**config.mk**
```make
export PLATFORM = sky130hd
export DESIGN_NAME = lamp_conflict_monitor
export DESIGN_NICKNAME = d
export VERILOG_FILES = /design/src/rtl/lamp_conflict_monitor.sv
export SDC_FILE = /design/constraint.sdc
export NUM_CORES = 1
export LEC_CHECK = 0
export CORE_ASPECT_RATIO = 1.75
export CORE_MARGIN = 8
export CORE_UTILIZATION = 35
export DETAILED_ROUTE_END_ITERATION = 10
export HOLD_SLACK_MARGIN = 0.05
export PLACE_DENSITY = 0.58
export SETUP_SLACK_MARGIN = 0.4
export SYNTH_ARGS = -nofsm -noshare
export SYNTH_HDL_FRONTEND = slang
export SYNTH_SLANG_ARGS = --single-unit
```
**constraint.sdc**
```tcl
create_clock -name clk -period 5.4 [get_ports clk]
set_input_delay 0.81 -clock clk [delete_from_list [all_inputs] [get_ports clk]]
set_output_delay 0.81 -clock clk [all_outputs]
set_load 0.005 [all_outputs]
```
**src/rtl/lamp_conflict_monitor.sv**
```systemverilog
// lamp_conflict_monitor: independent watchdog on the sequencer lamp outputs.
// Latches a fault on conflicting right-of-way, illegal lamp combinations or
// short/missing clearance, and drives force_attention back to the sequencer.
module lamp_conflict_monitor #(
  parameter logic [5:0]  PERMIT          = 6'b000000,
  parameter int unsigned CONFLICT_CYCLES = 2,
  parameter int unsigned INVALID_CYCLES  = 4,
  parameter int unsigned MIN_YELLOW      = 3,
  parameter int unsigned STARTUP_CYCLES  = 8
) (
  input  logic            clk,
  input  logic            rst,
  input  logic [3:0][0:2] ltfs,
  input  logic            attention,
  input  logic            clear,
  output logic            fault,
  output logic [1:0]      fault_code,
  output logic [1:0]      fault_signal,
  output logic            force_attention
);

  localparam logic [7:0] CONF_TH  = 8'(CONFLICT_CYCLES);
  localparam logic [7:0] INV_TH   = 8'(INVALID_CYCLES);
  localparam logic [7:0] MIN_Y    = 8'(MIN_YELLOW);
  localparam logic [7:0] START_TH = 8'(STARTUP_CYCLES);

  // Lower signal index of each compatible-pair bit (0,1),(0,2),(0,3),(1,2),(1,3),(2,3)
  localparam logic [5:0][1:0] PAIR_LO = {2'd2, 2'd1, 2'd1, 2'd0, 2'd0, 2'd0};

  typedef enum logic [1:0] {ST_STARTUP, ST_MONITOR, ST_FAULT} state_e;
  typedef enum logic [2:0] {CL_R, CL_Y, CL_G, CL_D, CL_X} lamp_cls_e;

  state_e          state_q, state_d;
  logic [7:0]      st_cnt_q, st_cnt_d;
  logic [7:0]      conf_cnt_q, conf_cnt_d;
  logic [3:0][7:0] inv_cnt_q, inv_cnt_d;
  logic [3:0][7:0] ycnt_q, ycnt_d;
  logic [3:0][2:0] prev_q, prev_d;
  logic            att_q, att_d;
  logic            fault_q, fault_d;
  logic [1:0]      code_q, code_d;
  logic [1:0]      sig_q, sig_d;

  logic [3:0][2:0] cls;
  logic [3:0]      nonred, inv_cond, inv_fire, clr_fire;
  logic [5:0]      pair_conf;
  logic            conf_any, conf_fire, any_fire, any_cond;
  logic [7:0]      conf_inc;
  logic [3:0][7:0] inv_inc;
  logic [1:0]      fire_code, fire_sig;

  // Classify each signal's lamp vector as R/Y/G/dark/multiple
  always_comb begin
    cls = '0;
    for (int unsigned i = 0; i < 4; i++) begin
      case (ltfs[i])
        3'b100:  cls[i] = CL_R;
        3'b010:  cls[i] = CL_Y;
        3'b001:  cls[i] = CL_G;
        3'b000:  cls[i] = CL_D;
        default: cls[i] = CL_X;
      endcase
    end
  end

  // Evaluate the three checks and pick the highest-priority firing one
  always_comb begin
    logic found;
    found     = 1'b0;
    fire_code = '0;
    fire_sig  = '0;
    for (int unsigned i = 0; i < 4; i++) begin
      nonred[i] = (cls[i] == CL_Y) || (cls[i] == CL_G);
    end
    pair_conf[0] = nonred[0] & nonred[1] & ~PERMIT[0];
    pair_conf[1] = nonred[0] & nonred[2] & ~PERMIT[1];
    pair_conf[2] = nonred[0] & nonred[3] & ~PERMIT[2];
    pair_conf[3] = nonred[1] & nonred[2] & ~PERMIT[3];
    pair_conf[4] = nonred[1] & nonred[3] & ~PERMIT[4];
    pair_conf[5] = nonred[2] & nonred[3] & ~PERMIT[5];
    if (attention) pair_conf = '0;
    conf_any  = |pair_conf;
    conf_inc  = (conf_cnt_q == 8'hFF) ? 8'hFF : conf_cnt_q + 8'd1;
    conf_fire = conf_any && (conf_inc >= CONF_TH);
    for (int unsigned i = 0; i < 4; i++) begin
      inv_cond[i] = attention ? ((cls[i] == CL_G) || (cls[i] == CL_X))
                              : ((cls[i] == CL_D) || (cls[i] == CL_X));
      inv_inc[i]  = (inv_cnt_q[i] == 8'hFF) ? 8'hFF : inv_cnt_q[i] + 8'd1;
      inv_fire[i] = inv_cond[i] && (inv_inc[i] >= INV_TH);
      clr_fire[i] = !attention && !att_q && (cls[i] == CL_R) &&
                    (((prev_q[i] == CL_Y) && (ycnt_q[i] < MIN_Y)) || (prev_q[i] == CL_G));
      ycnt_d[i]   = (cls[i] != CL_Y) ? 8'd0 :
                    (ycnt_q[i] == 8'hFF) ? 8'hFF : ycnt_q[i] + 8'd1;
      prev_d[i]   = cls[i];
    end
    att_d    = attention;
    any_fire = conf_fire || (|inv_fire) || (|clr_fire);
    any_cond = conf_any || (|inv_cond) || (|clr_fire);
    if (conf_fire) begin
      fire_code = 2'd1;
      for (int unsigned b = 0; b < 6; b++) begin
        if (!found && pair_conf[b]) begin
          found    = 1'b1;
          fire_sig = PAIR_LO[b];
        end
      end
    end else if (|inv_fire) begin
      fire_code = 2'd2;
      for (int unsigned i = 0; i < 4; i++) begin
        if (!found && inv_fire[i]) begin
          found    = 1'b1;
          fire_sig = 2'(i);
        end
      end
    end else if (|clr_fire) begin
      fire_code = 2'd3;
      for (int unsigned i = 0; i < 4; i++) begin
        if (!found && clr_fire[i]) begin
          found    = 1'b1;
          fire_sig = 2'(i);
        end
      end
    end
  end

  // Next-state logic: persistence counters only run in MONITOR and restart from 0 otherwise
  always_comb begin
    state_d    = state_q;
    st_cnt_d   = st_cnt_q;
    conf_cnt_d = '0;
    inv_cnt_d  = '0;
    fault_d    = fault_q;
    code_d     = code_q;
    sig_d      = sig_q;
    case (state_q)
      ST_STARTUP: begin
        if (st_cnt_q == START_TH) state_d = ST_MONITOR;
        else                      st_cnt_d = st_cnt_q + 8'd1;
      end
      ST_MONITOR: begin
        if (any_fire) begin
          state_d = ST_FAULT;
          fault_d = 1'b1;
          code_d  = fire_code;
          sig_d   = fire_sig;
        end else begin
          conf_cnt_d = conf_any ? conf_inc : 8'd0;
          for (int unsigned i = 0; i < 4; i++) begin
            inv_cnt_d[i] = inv_cond[i] ? inv_inc[i] : 8'd0;
          end
        end
      end
      ST_FAULT: begin
        if (clear && !any_cond) begin
          state_d = ST_MONITOR;
          fault_d = 1'b0;
          code_d  = '0;
          sig_d   = '0;
        end
      end
      default: state_d = ST_STARTUP;
    endcase
  end

  // State, counters and registered outputs
  always_ff @(posedge clk or negedge rst) begin
    if (!rst) begin
      state_q    <= ST_STARTUP;
      st_cnt_q   <= '0;
      conf_cnt_q <= '0;
      inv_cnt_q  <= '0;
      ycnt_q     <= '0;
      prev_q     <= {CL_R, CL_R, CL_R, CL_R};
      att_q      <= 1'b0;
      fault_q    <= 1'b0;
      code_q     <= '0;
      sig_q      <= '0;
    end else begin
      state_q    <= state_d;
      st_cnt_q   <= st_cnt_d;
      conf_cnt_q <= conf_cnt_d;
      inv_cnt_q  <= inv_cnt_d;
      ycnt_q     <= ycnt_d;
      prev_q     <= prev_d;
      att_q      <= att_d;
      fault_q    <= fault_d;
      code_q     <= code_d;
      sig_q      <= sig_d;
    end
  end

  assign fault           = fault_q;
  assign fault_code      = code_q;
  assign fault_signal    = sig_q;
  assign force_attention = fault_q;

endmodule
```
==> results.txt <==
Layout cell share with drive strength beyond 1 - 0.09375
Max-slew violation count - 0
Main flop type after synthesis - dfrtp_1
Total Power - 1749 uW
EDFF count, synth - 0
Crit Path Class - primary input to register
Fin area - 5558 um^2
Dpl cell area - 5271 um^2
Synth cell count leaders - dfrtp_1, nor2_1, nand2_1, a21oi_1, nand3_1
Net Sw Frac - 0.2743
Hold Slack - 0.4735 ns
Core ar. - 13380 um^2
Worst skew pair latency - 0.35 ns
Power share of the sequential group - 0.498
GRT Util Overall - 0.1144
Global-route wire length before repair - 16360 um
Sequential cell area - 2502 um^2
Slew margin rel. - 0.4454
Logic pwr share - 0.153
Clock Skews - 0.01095 ns
Crit share post-route - 0.5828
Worst Setup End Kind - register
GR Overflow Total - 0
Routed vias/inst - 5.057
CTS Buf Count - 9
Vias - 3469
Hold path endpoint - ycnt_q[8]
CTS Root Cell - clkbuf_16
Largest net degree at the start of global routing - 54
Initial antenna violation count - 0
Cts hold-fix bufs - 0
Die span in x - 104.2 um
Slew @ Worst Pin - 0.8263 ns
Synth top area cells - dfrtp_1, nor2_1, xnor2_1, a21oi_1, ha_1
Row count - 56
P_int - 1269 uW
# setup viols final - 0
DRC Markers - 0
CTS H-tree lvls - 3
R2r startpoint - inv_cnt_q[24]
P_sw - 479.9 uW
Io pins - 22
Reg2Reg Depth - 8
Fmax - 317.8 MHz
Post-synth ARST share - 1.000
Mapped Avg Cell Area - 10.63 um^2
Startpoint types - primary input
Antenna Nets Post-Route - 0
CTS tree - yes
Status - complete, no violations
Initial core utilization - 0.3559
Die height - 170.3 um
Hpwl dp - 7135 um
Clock share of power - 0.349
Post-synthesis cell type count - 66
Minimum clock period - 3.147 ns
Fillers - 1302
DR iter-0 viols - 135
Data required time at the worst endpoint - 5.65 ns
Seq cells post-synth - 100
Worst path arrival time - 3.40 ns
Register area share after synthesis - 0.5253
Area of the multi-input gates - 2302 um^2
Post-Syn Instances - 448
Final #Nets - 534
GPL Wtd Cong - 0.8197
Maximum root-to-sink buffer count - 2
Postcts setup bufs - 0
Final wirelength - 9563 um
Cell count after placement - 670
Full die area - 17750 um^2
Final hold violation count - 0
Max_cap viols - 0
Worst hold path type - register to register
Resized Gates After CTS - 0
Final Non-Filler Cells - 686
LEAKAGE - 0.002356 uW
Clk slew on worst S/H paths - 0.07 ns
RSZ-0062 raised after global routing - false
Synth area leader - dfrtp_1
Area growth, synth to finish - 16.68%
R2r setup slk - 2.68 ns
Reg-to-reg endpoint - inv_cnt_q[1]
Min-Delay Startpoint - ycnt_q[8]
Worst VDD drop - 129.3 uV
Syn Std Cell Area - 4763 um^2
Avg WL per Cell - 13.94 um
CTS sink cnt - 100
Power Dens Cells - 314.7 nW/um^2
Setup Total Neg Slack - 0 ns
Crit Path Max Fanout - 14
Vias in the first global route - 3445
Top cell type's share of synthesized area - 0.5253
Yosys warns - 0
Top-count cell post-synth - dfrtp_1
Worst Hold Depth - 1
Number of buffers inserted by port buffering - 21
1st-pass router iterations - 4
N_diodes - 0
==> per-stage QoR <==
| step | setup slack, ns | utilization |
|---|---|---|
| final | 2.253 | 0.4153 |
| after global routing | 2.043 | 0.4153 |
| after CTS | 2.280 | 0.4153 |
| after detailed placement | 1.892 | 0.3939 |
| after global placement | 1.984 | 0.3939 |
| after floorplan | 2.881 | - |
==> cell families (layout without fill, tap and decap cells) <==
| kind of cell | Yosys count | in the layout | share of synthesized area |
|---|---|---|---|
| AOI/OAI and AO/OA | 103 | 103 | 0.1560 |
| xor gates and xnor gates | 22 | 22 | 0.04045 |
| muxes | 6 | 6 | 0.01261 |
| buffers and inverters | 13 | 47 | 0.01497 |
| adders and majority gates | 13 | 13 | 0.03336 |
| and+or+nand+nor | 190 | 190 | 0.2164 |
| DFF | 100 | 100 | 0.5253 |
| other | 1 | 31 | 0.0007873 |
==> state kept, by name (all words and copies together) (netlist names) <==
signal,cells
fault_code,2
fault_signal,2
fault,1
prev_q,12
conf_cnt_q,8
inv_cnt_q,32
ycnt_q,32
state_q,2
st_cnt_q,8
att_q,1
==> layout make-up <==
cell class / instances / area share
inverters: 9 / 0.006078
repair buffers: 22 / 0.03872
multi-input cells: 365 / 0.4142
clock buffers: 9 / 0.04052
flip-flops and latches: 100 / 0.4502
well taps: 174 / 0.03917
clock inverters: 7 / 0.01103
==> layout by cell type (no fill, tap or decap), types with 3 or more instances in the layout <==
cell	Yosys	final
dfrtp_1	100	100
conb_1	1	31
ha_1	11	11
clkdlybuf4s50_1	0	20
nor4b_1	4	4
nand4_1	7	7
nor4_1	5	5
inv_1	9	9
a211o_1	4	4
clkinv_4	0	3
or3_1	4	4
or2_2	11	11
nor3b_1	3	3
o31ai_1	4	4
mux2i_1	6	6
and3_1	11	11
nor2b_1	7	7
xor2_1	5	5
xnor2_1	17	17
a211oi_1	8	8
or4_1	3	3
nand3_1	18	18
nor3_1	17	17
o21ai_0	14	14
a31oi_1	9	9
and4_1	4	4
nand2_1	32	32
a21oi_1	29	29
nor2_1	45	45
clkbuf_16	0	9
nand2b_1	8	8
==> routing by layer <==
layer  routed length (um)  track usage
met2                 5056       0.2035
met4                  207      0.05700
met3                  228      0.02158
met5                    0            0
met1                 4070       0.1281
==> worst max-delay path by stage <==
stage                     cells after the start      start            end  slack, ns
after floorplan                               8    ltfs[3]   inv_cnt_q[0]       2.88
after global placement                        8  attention   inv_cnt_q[1]       1.98
after detailed placement                      8  attention   inv_cnt_q[0]       1.89
after CTS                                     8  attention   inv_cnt_q[0]       2.28
after global routing                          8  attention  inv_cnt_q[25]       2.04
final                                         8  attention   inv_cnt_q[1]       2.25
==> critical path, stage by stage <==
cell	delay, ns
clkdlybuf4s50_1	0.66
or3b_1	0.45
a21oi_1	0.20
or2_2	0.18
a31o_2	0.14
nand4b_2	0.16
or3_1	0.54
a211oi_1	0.27
==> power by group through the flow <==
stage	sequential [uW]	combinational [uW]	clock, uW
finish	871	268	610
global route	879	305	661
CTS	872	274	629
detailed placement	885	272	0
global placement	882	267	0
floorplan	870	168	0
Power figures use the tool's default switching activity.
==> RTL change 1: new RTL, config.mk and constraints unchanged <==
Put one more register stage on the output `fault`, cleared by the reset. The value now appears one clock later. The other outputs are not delayed to match.
--- a/src/rtl/lamp_conflict_monitor.sv
+++ b/src/rtl/lamp_conflict_monitor.sv
@@ -191,3 +191,9 @@
 
-  assign fault           = fault_q;
+  always_ff @(posedge clk or negedge rst) begin
+    if (!rst) begin
+      fault <= '0;
+    end else begin
+      fault <= fault_q;
+    end
+  end
   assign fault_code      = code_q;
Behaviour: no difference found for any inputs over 10 cycles, from zero or initial values and one cycle with rst low; that may be too few to reach the edited logic, so the function may still have changed.
==> RTL change 1 against the unedited design <==
- sequential cell count increased by 1
- clock power increased by 5.1%
- fmax decreased by 0.39%
- register-to-register slack got worse by 0.06 ns
- synthesized area increased by 0.37%
- cell area increased by 0.70%
- routed wire length increased by 2.3%
- worst hold slack got worse by 0.044 ns
- total power increased by 2.7%
- clock skew decreased by 0.0022 ns
- setup slack got worse by 0.012 ns
- critical path type unchanged
- largest power group unchanged
- highest routed layer unchanged
==> RTL change 1: results (changes against the unedited design) <==
power:
  leakagePower_nw: 2.37  # +0.59%
  max-vdd-ir-drop_mv: 0.134  # +3.3%
detailed_routing:
  firstDrtPassIters: 4  # unchanged
  viasPerCell: 5.14  # +1.7%
  drt-initial-drc-count: 154  # +14%
  drt_wl_total_microns: 9780  # +2.3%
sta:
  skew_ns: 0.00878  # -0.00217 ns
  worst_pin_slew_ns: 0.801  # -0.0248 ns
  tns_ns: 0  # unchanged
clocking:
  cts_buffer_depth: 2  # unchanged
  insertion_delay_ns: 0.34
  cts_resized: 0  # unchanged
  cts_post_setup_buffers_inserted: 0  # unchanged
  h-tree-depth: 3  # unchanged
  clkTransAtPathRegs_ns: 0.06
layout:
  diodes: 0  # unchanged
  drive_gt1_share_pct: 9.18  # -0.20 points
  fill_cells: 1257  # -3.5%
  largest_registers: "inv_cnt_q (32), ycnt_q (32), prev_q (12)"
  final_nets: 535  # +0.19%
placement:
  place_area_sq_um: 5300  # +0.47%
  place_congestion: 0.834  # +1.7%
  hpwlAfterDp_microns: 7230  # +1.3%
  port_buffers: 21  # unchanged
synthesis:
  ys_seq_area_share_pct: 52.9  # +0.33 points
  yosysUniqueCellTypes: 66  # unchanged
  async_reset_ff_share_pct: 100  # unchanged
  synthTopCellsByCount: "dfrtp_1 (101), nor2_1 (45), nand2_1 (32), a21oi_1 (29), nand3_1 (18)"
  yosysWarnings: 0  # unchanged
  synth_area_leaders: "dfrtp_1 (53%), nor2_1 (3.5%), xnor2_1 (3.1%)"
global_route:
  grt_pass1_wl_microns: 16800  # +2.7%
  grt_use_total_pct: 11.7  # +0.21 points
  met3_usage_pct: 1.92  # -0.24 points
  grt_max_degree: 57  # +5.6%
  antenna_found_initial: 0  # unchanged
  grt_pass1_vias: 3577  # +3.8%
  use_met1_pct: 12.6  # -0.22 points
  grtUsageMet2_pct: 21.2  # +0.82 points
outcome:
  status: "completed"
worst_setup_path:
  critPathMaxStageDelay_ns: 0.64  # -0.02 ns
  r2r_start: "inv_cnt_q[24]"
  crit_fanout: 14  # unchanged
  arrival_ns: 3.40  # about the same
  crit_start: "attention"
  slowest_stage: "clkdlybuf4s50_1"
min_path:
  hp-class: "flip-flop to flip-flop"
  hp-start: "force_attention"
run:
  cap_violations: 0  # unchanged
[RTL change 1: cell types whose count changed in the layout (fill, tap and decap cells not counted)]
cell and delta:
bufinv_16 +1, inv_6 -1, clkinv_4 -2, clkbuf_8 +1, dfrtp_1 +1, inv_8 -1, clkinvlp_4 +1
[RTL change 1: cell type report]
cell class / count / area [sq um] / share of cell area [%]
Clock buffer: 10 / 239 / 4.27
Tap cell: 174 / 218 / 3.89
Sequential cell: 101 / 2530 / 45.2
Clock inverter: 5 / 61.3 / 1.10
Inverter: 9 / 33.8 / 0.604
Timing Repair Buffer: 22 / 215 / 3.85
Multi-Input combinational cell: 365 / 2300 / 41.1
[RTL change 1: worst max-delay path: cells and delay by family]
family / cells / cell delay [ns]
compound gates: 3 / 0.96
buf+inv: 1 / 0.64
mux: 1 / 0.08
simple gates: 3 / 0.91
[RTL change 1: cells by family (layout without fill, tap and decap cells)]
family,after synthesis,in the layout,synth area share (%)
compound gates,103,103,15.5
xor+xnor,22,22,4.03
fa+ha+maj,13,13,3.32
buf+inv,12,46,1.33
flops,101,101,52.9
mux,6,6,1.26
other cells,1,31,0.0784
simple gates,190,190,21.6
[RTL change 1: path summary, 6_finish.rpt]
check	slack [ns]	depth (start not counted)	to
max in group asynchronous	3.84	2	st_cnt_q[7]
hold / removal	0.43	0	fault
min in group asynchronous	0.51	1	ycnt_q[8]
setup reg to reg	2.62	8	inv_cnt_q[1]
setup / recovery	2.24	8	inv_cnt_q[1]
hold reg to reg	0.43	0	fault
[RTL change 1: power breakdown]
group          total, W  switching (W)  internal, W
logic          0.000272       0.000135     0.000137
clock network  0.000641       0.000271     0.000370
registers      0.000884      0.0000595     0.000825
[RTL change 1: metrics by stage]
step,cells,util (%),setup WS [ns]
3_5_place_dp,671,39.6,1.93
6_report,686,41.8,2.24
5_1_grt,686,41.8,2.04
4_1_cts,686,41.8,2.28
2_1_floorplan,478,-,2.88
3_3_place_gp,671,39.6,2.00
[RTL change 1: routing by layer]
layer,vias up,part of all wire [%]
li1,1742,-
met2,54,53
met3,16,2.4
met4,0,3.0
met1,1716,41
met5,-,0
==> RTL change 2: new RTL, same flow settings <==
Made on the original files. `STARTUP_CYCLES`: 8 -> 6.
--- a/src/rtl/lamp_conflict_monitor.sv
+++ b/src/rtl/lamp_conflict_monitor.sv
@@ -8,3 +8,3 @@
   parameter int unsigned MIN_YELLOW      = 3,
-  parameter int unsigned STARTUP_CYCLES  = 8
+  parameter int unsigned STARTUP_CYCLES  = 6
 ) (
Function: changed (Yosys sat finds a counterexample within 10 cycles, from zero or initial values and one cycle with rst low).
==> RTL change 2 against the unedited design <==
- total power up 0.69%
- die area grew 0.99%
- synthesized area up 1.1%
- routed wire length increased by 5.4%
- count of clock-buffer cells in the layout is 3 higher
- sequential power up 1%
- synthesized cell count up 2.5%
- cell area grew 0.59%
- clock power fell by 3%
- sequential cell count unchanged
- setup slack lost 0.074 ns
- critical path type unchanged
- critical endpoint is now fault_signal[0]
- largest cell class unchanged
- highest routed layer unchanged
==> RTL change 2: results (changes against the unedited design) <==
placement:
  place_area_sq_um: 5320  # +0.90%
  post-place-ws_ns: 1.80  # -0.0884 ns
  dp.cells: 678  # +1.2%
  hpwlAfterDp_microns: 7610  # +6.6%
  port_buffers: 21  # unchanged
  place_congestion: 0.813  # -0.85%
layout:
  diodes: 0  # unchanged
  largest_registers: "inv_cnt_q (32), ycnt_q (32), prev_q (12)"
  final_nets: 542  # +1.5%
  stdcell_count: 694  # +1.2%
  fill_cells: 1342  # +3.1%
  drive_gt1_share_pct: 6.73  # -2.6 points
clocking:
  cts_post_setup_buffers_inserted: 0  # unchanged
  cts_resized: 0  # unchanged
  insertion_delay_ns: 0.33  # -0.02 ns
  cts_buffers: 9  # unchanged
  cts-root-buf: "clkbuf_16"
  clkTransAtPathRegs_ns: 0.07  # about the same
  h-tree-depth: 3  # unchanged
  cts_buffer_depth: 2  # unchanged
worst_setup_path:
  slowest_stage: "clkdlybuf4s50_1"
  critPathMaxStageDelay_ns: 0.76  # +0.10 ns
  cp_top_family: "simple AND/OR/NAND/NOR gates"
  crit_fanout: 12  # -2
  arrival_ns: 3.42  # +0.02 ns
min_path:
  hp-class: "input port to async pin"
global_route:
  antenna_found_initial: 0  # unchanged
  grt_pass1_wl_microns: 17200  # +5.3%
  grt_use_total_pct: 11.9  # +0.50 points
  grt_max_degree: 56  # +3.7%
  grt_pass1_vias: 3667  # +6.4%
synthesis:
  yosysWarnings: 0  # unchanged
  async_reset_ff_share_pct: 100  # unchanged
  synth_area_leaders: "dfrtp_1 (52%), a21oi_1 (3.5%), nor2_1 (3.1%)"
  avgSynthCellArea_sq_um: 10.5  # -1.3%
  synthTopCellsByCount: "dfrtp_1 (100), nor2_1 (40), a21oi_1 (34), nand2_1 (29), nand3_1 (24)"
  ys_seq_area_share_pct: 51.9  # -0.59 points
  yosysUniqueCellTypes: 67  # +1.5%
sta:
  skew_ns: 0.00484  # -0.00611 ns
  max-slew-margin-rel_pct: 45.1  # +0.52 points
detailed_routing:
  dr.max_layer_used: "met4"
  drt-initial-drc-count: 160  # +19%
  firstDrtPassIters: 5  # +1
  met3WireLength_microns: 191  # -16%
  dr_wl_met2_microns: 5500  # +8.7%
  wire_per_inst_microns: 14.5  # +4.1%
  wl_met1_microns: 4050  # -0.61%
  viasPerCell: 5.13  # +1.5%
power:
  switching_power_w: 0.000478  # -0.31%
  max-vdd-ir-drop_mv: 0.156  # +21%
  leakagePower_nw: 2.43  # +3.0%
outcome:
  status: "completed"
==> RTL change 2: path summary, 6_finish.rpt <==
| kind | start | endpoint | slack (ns) | depth (start not counted) |
|---|---|---|---|---|
| max | attention | fault_signal[0] | 2.18 | 8 |
| min | rst | ycnt_q[3] | 0.47 | 1 |
| max reg2reg | ycnt_q[0] | fault_signal[0] | 2.63 | 7 |
| min reg2reg | ycnt_q[24] | ycnt_q[24] | 0.48 | 1 |
| max in group asynchronous | rst | inv_cnt_q[23] | 3.81 | 2 |
| min in group clk | ycnt_q[24] | ycnt_q[24] | 0.48 | 1 |
==> RTL change 2: layer usage <==
layer	up-vias	track usage, %
met3	20	2.62
met4	0	6.74
met1	1745	12.3
met5	-	0
met2	36	21.9
li1	1761	-
==> RTL change 2: cell families (layout without fill, tap and decap cells) <==
family          after synthesis  after routing  share of synthesized area [%]
other cells                   1             31                         0.0778
mux                           5              5                           1.06
compound gates              104            104                           16.4
buf+inv                      28             59                           2.55
simple gates                185            185                           20.3
fa+ha+maj                    12             12                           3.06
xor+xnor                     24             24                           4.52
flops                       100            100                           51.9
==> RTL change 2: final cells by class <==
class	instances	area, sq um	share of cell area (%)
clock inverters	4	25.0	0.448
inverters	21	78.8	1.41
well taps	174	218	3.89
clock buffers	12	246	4.41
repair buffers	22	215	3.85
multi-input cells	361	2300	41.2
flip-flops and latches	100	2500	44.8
==> RTL change 2: power groups by stage <==
stage / logic (W) / clock network [W] / registers (W)
after detailed placement: 0.000292 / 0 / 0.000898
after global placement: 0.000286 / 0 / 0.000896
final: 0.000289 / 0.000590 / 0.000882
after floorplan: 0.000182 / 0 / 0.000879
after global routing: 0.000324 / 0.000640 / 0.000893
after CTS: 0.000294 / 0.000610 / 0.000884
